### config.mk
export PLATFORM = sky130hd
export DESIGN_NAME = s298_bist_ctrl_flat
export DESIGN_NICKNAME = d
export VERILOG_FILES = /design/src/rtl/s298_bist_pkg.sv /design/src/rtl/s298_bist_ctrl_if.sv /design/src/rtl/s298_misr.sv /design/src/rtl/s298_bist_ctrl.sv /design/src/flat_wrapper.sv
export SDC_FILE = /design/constraint.sdc
export NUM_CORES = 1
export LEC_CHECK = 0
export BUFFER_PORTS_ARGS = -buffer_cell sky130_fd_sc_hd__buf_2
export CORE_MARGIN = 1.5
export CORE_UTILIZATION = 60
export CTS_CLUSTER_SIZE = 24
export DETAILED_ROUTE_END_ITERATION = 8
export HOLD_SLACK_MARGIN = 0.1
export PLACE_DENSITY = 0.86
export RECOVER_POWER = 100
export SLEW_MARGIN = 15
export SYNTH_ARGS = -nofsm -noshare
export SYNTH_HDL_FRONTEND = slang
export SYNTH_SLANG_ARGS = --single-unit
### constraint.sdc
create_clock -name CK -period 2.89 [get_ports CK]
set_input_delay 0.4335 -clock CK [delete_from_list [all_inputs] [get_ports CK]]
set_output_delay 0.4335 -clock CK [all_outputs]
set_load 0.03 [all_outputs]
### src/rtl/s298_bist_pkg.sv
// Shared types and constants for the s298 BIST controller: FSM states,
// LFSR/MISR geometry and the bit positions of the CUT response bus.
package s298_bist_pkg;

  typedef enum logic [2:0] {
    ST_IDLE  = 3'd0,
    ST_INIT  = 3'd1,
    ST_RUN   = 3'd2,
    ST_FLUSH = 3'd3,
    ST_DONE  = 3'd4
  } st_t;

  localparam int LFSR_W = 8;
  localparam logic [LFSR_W-1:0] LFSR_TAPS = 8'hB8;

  localparam int MISR_W = 16;
  localparam logic [MISR_W-1:0] MISR_POLY = 16'h1021;

  // CUT_RESP = {G66, G67, G117, G118, G132, G133}
  localparam int RESP_W    = 6;
  localparam int RESP_G133 = 0;
  localparam int RESP_G132 = 1;
  localparam int RESP_G118 = 2;
  localparam int RESP_G117 = 3;
  localparam int RESP_G67  = 4;
  localparam int RESP_G66  = 5;

  // Fibonacci step: shift left, feedback is the XOR of the tapped bits.
  function automatic logic [LFSR_W-1:0] lfsr_next(input logic [LFSR_W-1:0] s);
    return {s[LFSR_W-2:0], ^(s & LFSR_TAPS)};
  endfunction

endpackage

### src/rtl/s298_bist_ctrl_if.sv
// BIST controller bus: test control/status plus the CUT stimulus and response.
// slave = controller side, master = harness/CUT side.
interface s298_bist_ctrl_if;

  logic                              START;
  logic [s298_bist_pkg::RESP_W-1:0]  CUT_RESP;
  logic                              CUT_G0;
  logic                              CUT_G1;
  logic                              CUT_G2;
  logic                              BUSY;
  logic                              DONE;
  logic                              PASS;
  logic [s298_bist_pkg::MISR_W-1:0]  SIGNATURE;

  modport master (
    output START, CUT_RESP,
    input  CUT_G0, CUT_G1, CUT_G2, BUSY, DONE, PASS, SIGNATURE
  );

  modport slave (
    input  START, CUT_RESP,
    output CUT_G0, CUT_G1, CUT_G2, BUSY, DONE, PASS, SIGNATURE
  );

endinterface

### src/rtl/s298_misr.sv
// Multiple-input signature register, internal-XOR form; one cycle per capture.
// clr has priority over en; the register holds when neither is asserted.
module s298_misr #(
  parameter int            W    = 16,
  parameter logic [W-1:0]  POLY = W'(16'h1021)
) (
  input  logic         clk,
  input  logic         rst,
  input  logic         clr,
  input  logic         en,
  input  logic [W-1:0] din,
  output logic [W-1:0] sig
);

  logic [W-1:0] nxt;

  always_comb begin
    nxt = {sig[W-2:0], 1'b0} ^ (sig[W-1] ? POLY : '0) ^ din;
  end

  always_ff @(posedge clk or posedge rst) begin
    if (rst) begin
      sig <= '0;
    end else if (clr) begin
      sig <= '0;
    end else if (en) begin
      sig <= nxt;
    end
  end

endmodule

### src/rtl/s298_bist_ctrl.sv
// BIST controller for s298: LFSR stimulus on G0..G2, MISR compaction of the six
// CUT outputs, golden-signature compare. START is only honoured in IDLE/DONE.
module s298_bist_ctrl #(
  parameter int          PATTERN_COUNT = 255,
  parameter int          INIT_CYCLES   = 4,
  parameter logic [7:0]  LFSR_SEED     = 8'h01,
  parameter logic [15:0] GOLDEN_SIG    = 16'h0000
) (
  input  logic             CK,
  input  logic             RST,
  s298_bist_ctrl_if.slave  bus
);

  import s298_bist_pkg::*;

  localparam int CNT_MAX = (PATTERN_COUNT > INIT_CYCLES) ? PATTERN_COUNT : INIT_CYCLES;
  localparam int CNT_W   = $clog2(CNT_MAX + 1);

  localparam logic [CNT_W-1:0]  INIT_LOAD = CNT_W'(INIT_CYCLES - 1);
  localparam logic [CNT_W-1:0]  RUN_LOAD  = CNT_W'(PATTERN_COUNT - 1);
  localparam logic [LFSR_W-1:0] SEED      = (LFSR_SEED == '0) ? 8'h01 : LFSR_SEED;

  st_t               state;
  logic [LFSR_W-1:0] lfsr;
  logic [CNT_W-1:0]  cnt;
  logic              busy_q;
  logic              done_q;

  logic              start_ok;
  logic              misr_clr;
  logic              misr_en;
  logic [MISR_W-1:0] misr_din;
  logic [MISR_W-1:0] sig;
  logic              g0;
  logic              g1;
  logic              g2;

  assign start_ok = bus.START && ((state == ST_IDLE) || (state == ST_DONE));

  always_ff @(posedge CK or posedge RST) begin
    if (RST) begin
      state  <= ST_IDLE;
      lfsr   <= SEED;
      cnt    <= '0;
      busy_q <= 1'b0;
      done_q <= 1'b0;
    end else begin
      case (state)
        ST_IDLE, ST_DONE: begin
          if (bus.START) begin
            state  <= ST_INIT;
            lfsr   <= SEED;
            cnt    <= INIT_LOAD;
            busy_q <= 1'b1;
            done_q <= 1'b0;
          end
        end
        ST_INIT: begin
          if (cnt == '0) begin
            state <= ST_RUN;
            cnt   <= RUN_LOAD;
          end else begin
            cnt <= cnt - 1'b1;
          end
        end
        ST_RUN: begin
          lfsr <= lfsr_next(lfsr);
          if (cnt == '0) begin
            state <= ST_FLUSH;
            cnt   <= '0;
          end else begin
            cnt <= cnt - 1'b1;
          end
        end
        ST_FLUSH: begin
          state  <= ST_DONE;
          cnt    <= '0;
          busy_q <= 1'b0;
          done_q <= 1'b1;
        end
        default: begin
          state  <= ST_IDLE;
          cnt    <= '0;
          busy_q <= 1'b0;
          done_q <= 1'b0;
        end
      endcase
    end
  end

  // The CUT registers its outputs, so the response to pattern k arrives one
  // cycle later: skip the first RUN cycle and pick up the last one in FLUSH.
  assign misr_clr = start_ok;
  assign misr_en  = ((state == ST_RUN) && (cnt != RUN_LOAD)) || (state == ST_FLUSH);
  assign misr_din = {{(MISR_W - RESP_W){1'b0}}, bus.CUT_RESP};

  s298_misr #(
    .W    (MISR_W),
    .POLY (MISR_POLY)
  ) u_misr (
    .clk (CK),
    .rst (RST),
    .clr (misr_clr),
    .en  (misr_en),
    .din (misr_din),
    .sig (sig)
  );

  // G0 is the CUT's synchronous clear, so it stays asserted outside RUN/FLUSH.
  always_comb begin
    g0 = 1'b1;
    g1 = 1'b0;
    g2 = 1'b0;
    case (state)
      ST_RUN: begin
        g0 = &lfsr[2:0];
        g1 = lfsr[3];
        g2 = lfsr[4];
      end
      ST_FLUSH: begin
        g0 = 1'b0;
      end
      default: begin
        g0 = 1'b1;
      end
    endcase
  end

  assign bus.CUT_G0    = g0;
  assign bus.CUT_G1    = g1;
  assign bus.CUT_G2    = g2;
  assign bus.BUSY      = busy_q;
  assign bus.DONE      = done_q;
  assign bus.PASS      = done_q && (sig == GOLDEN_SIG);
  assign bus.SIGNATURE = sig;

endmodule

### src/flat_wrapper.sv
// flat-port wrapper written by rule: the top's interface ports become plain ports
module s298_bist_ctrl_flat import s298_bist_pkg::*;
#(
  parameter int          PATTERN_COUNT = 255,
  parameter int          INIT_CYCLES   = 4,
  parameter logic [7:0]  LFSR_SEED     = 8'h01,
  parameter logic [15:0] GOLDEN_SIG    = 16'h0000
)
  (CK, RST, bus_START, bus_CUT_RESP, bus_CUT_G0, bus_CUT_G1, bus_CUT_G2, bus_BUSY, bus_DONE, bus_PASS, bus_SIGNATURE);
  s298_bist_ctrl_if bus_i ();
  input  logic CK;
  input  logic RST;
  input wire logic [$bits(bus_i.START)-1:0] bus_START;
  input wire logic [$bits(bus_i.CUT_RESP)-1:0] bus_CUT_RESP;
  output wire logic [$bits(bus_i.CUT_G0)-1:0] bus_CUT_G0;
  output wire logic [$bits(bus_i.CUT_G1)-1:0] bus_CUT_G1;
  output wire logic [$bits(bus_i.CUT_G2)-1:0] bus_CUT_G2;
  output wire logic [$bits(bus_i.BUSY)-1:0] bus_BUSY;
  output wire logic [$bits(bus_i.DONE)-1:0] bus_DONE;
  output wire logic [$bits(bus_i.PASS)-1:0] bus_PASS;
  output wire logic [$bits(bus_i.SIGNATURE)-1:0] bus_SIGNATURE;
  assign bus_i.START = bus_START;
  assign bus_i.CUT_RESP = bus_CUT_RESP;
  assign bus_CUT_G0 = bus_i.CUT_G0;
  assign bus_CUT_G1 = bus_i.CUT_G1;
  assign bus_CUT_G2 = bus_i.CUT_G2;
  assign bus_BUSY = bus_i.BUSY;
  assign bus_DONE = bus_i.DONE;
  assign bus_PASS = bus_i.PASS;
  assign bus_SIGNATURE = bus_i.SIGNATURE;
  s298_bist_ctrl #(.PATTERN_COUNT(PATTERN_COUNT), .INIT_CYCLES(INIT_CYCLES), .LFSR_SEED(LFSR_SEED), .GOLDEN_SIG(GOLDEN_SIG)) u_core (.CK(CK), .RST(RST), .bus(bus_i));
endmodule
==> metrics.csv <==
stage,metric,value,unit
hold_path,min_path_type,input port to register,
grt,overflow,0,
detailed_routing,dr.pass1.iters,5,
timing,rsz0062_at_grt,false,
timing,finalClockSkew,14.5,ps
floorplan,die_x,59.6,um
cells_and_area,fin_nets,223,
cells_and_area,final_cells,257,
cells_and_area,fillers,267,
timing,tightest_slew,1910,ps
yosys,synth_ff_type,dfrtp_1,
place,dp.cells,249,
clock_network,cts_tree,built,
cells_and_area,final_cell_mix,"dfrtp_1, nor2_1, clkbuf_1",
place,dp_hpwl,2740,um
timing,finalHoldViolCount,0,
cells_and_area,fin_util,0.688,
place,pre_cts_ws,1090,ps
detailed_routing,ant_nets,0,
clock_network,clock_latency,340,ps
run_status,status,"complete, but fails checks",
detailed_routing,via_per_inst,5.96,
timing,clock.fmax,448,MHz
yosys,netlist_area,1920,um2
worst_setup_path,worst_path_max_delay_cell,dfrtp_1,
floorplan,row_count,20,
floorplan,die_area,3550,um2
worst_setup_path,crit_path_max_fanout,12,
yosys,synth-edff-count,0,
grt,first_global_vias,1454,
grt,antenna_found_initial,0,
pwr,power_density,441,nW/um2
cells_and_area,final_layout_size_suffix_gt1_frac,0.108,
worst_setup_path,crit_path_start_kind,register,
floorplan,ios,31,
clock_network,clock_path_buffers,2,
yosys,ys_seq_area_frac,0.482,
detailed_routing,routedWlPerCell,15.3,um
yosys,postSynthAreaPerCell,10.7,um2
yosys,syn_nets,191,
place,place.gp.congestion,0.939,
worst_setup_path,cp.required,2460,ps
timing,setup-tns-final,0,ps
pwr,p_total,0.925,mW
clock_network,hold_buffers,0,
worst_setup_path,cp_data_arrival_time,1800,ps
clock_network,post_cts_resized,0,
grt,grt.total_usage,0.248,
yosys,async_reset_ff_frac,1.00,
place,dpl_cell_area,2100,um2
yosys,synthCells,180,
pwr,max-vdd-ir-drop,0.332,mV
flow_run,cap_violations,1,
cells_and_area,multiInputGateArea,891,um2
yosys,yosys.area.top_type,dfrtp_1,
clock_network,htree_levels,2,
clock_network,cts_setup_buffers,0,
cells_and_area,post-route-cell-area,2100,um2
yosys,ys_ff_latch,37,
worst_setup_path,critPathKind,register to primary output,
yosys,synth.distinct_cells,46,
worst_setup_path,endpoint_kind,primary output,
detailed_routing,drc,0,
cells_and_area,layout_commonest_cell,dfrtp_1,
detailed_routing,wl,3930,um
timing,finalSetupViolations,0,
yosys,synth_top_area_share,0.469,
cells_and_area,area_growth,9.24,%
clock_network,cts_inserted_buffers,5,
floorplan,initial_utilization,0.630,
clock_network,cts.sink_count,37,
floorplan,die_h,59.6,um
detailed_routing,drt-initial-drc-count,107,
timing,maxSlewViolCount,38,
timing,layout_min_cycle_time,2230,ps
clock_network,ctsRootBufferMaster,clkbuf_4,
detailed_routing,route.vias.total,1532,
timing,hold_slack,369,ps
timing,fin_ws,656,ps
yosys,yosys_warnings,0,
worst_setup_path,worstPathCellList,"and2b_1, and3_1, clkbuf_1",
cells_and_area,antenna_cells,0,
place,portBuffers,30,
cells_and_area,seqCellArea,927,um2
timing,slew_headroom,-0.277,
worst_setup_path,cpPeakStageDelay,540,ps
yosys,yosys-top-cells-area,"dfrtp_1, xnor2_1, mux2i_1",
clock_network,cts.clk_slew.worst_paths,110,ps
grt,grt_pass1_wl,6630,um
run_status,violations,"max-capacitance violations, max-slew violations",
grt,grt_max_degree,38,
timing,post-route-period-util,0.773,
pwr,cellLeakagePower,0.887,nW
floorplan,coreArea,3050,um2
-- synthesized netlist by cell type (5+ instances only) --
master / instances
dfrtp_1: 36
nor2_1: 22
xnor2_1: 12
mux2i_1: 10
nand2_1: 9
o21ai_0: 9
a211oi_1: 8
inv_1: 6
a22o_1: 5
-- cell type report --
type / instances / area share
clock buffers: 7 / 0.0310
well taps: 44 / 0.0262
multi-input cells: 130 / 0.424
repair buffers: 32 / 0.0638
flip-flops and latches: 37 / 0.442
inverters: 6 / 0.0107
clock inverters: 1 / 0.00238
-- critical path, delay by kind of cell, from the launching register on --
kind                   cells  cell delay, ps
and+or+nand+nor            2             610
DFF                        1             540
buffers and inverters      1             320
-- path summary, 6_finish.rpt --
kind                                         end  cells after the start             from  slack [ps]
max                                   bus_CUT_G1                      3  u_core.state[2]         660
min                         u_core.u_misr.sig[0]                      3  bus_CUT_RESP[0]         370
max reg2reg                u_core.u_misr.sig[13]                      4  u_core.state[2]         730
min reg2reg                       u_core.lfsr[6]                      1   u_core.lfsr[6]         520
max in group asynchronous          u_core.cnt[2]                      3              RST        1020
min in group asynchronous   u_core.u_misr.sig[3]                      3              RST         760
-- sequential cells by signal (all words and copies together) (netlist names) --
signal	flops
u_core.bus.DONE	1
u_core.cnt	8
u_core.state	3
u_core.lfsr	8
u_core.bus.BUSY	1
u_core.u_misr.sig	16
-- power by group --
part | switching [mW] | internal, mW | leakage, nW | total [mW]
clock network | 0.169 | 0.141 | 0.0413 | 0.310
registers | 0.0139 | 0.529 | 0.449 | 0.543
logic | 0.0487 | 0.0229 | 0.397 | 0.0716
-- metal layers --
metal	wire (um)	up-vias	GRT usage
met1	1630	740	0.329
li1	-	715	-
met4	48	0	0.0825
met5	0	-	0
met2	1930	66	0.400
met3	316	11	0.0590
-- cell families after synthesis --
family,synth area share
AND/OR/NAND/NOR,0.184
AO/OA/AOI/OAI,0.179
flip-flops,0.482
buffers and inverters,0.0345
XOR/XNOR,0.0547
multiplexers,0.0521
adder cells (fa/ha/maj),0.0130
Note: power is estimated with default switching activity, not from simulation.
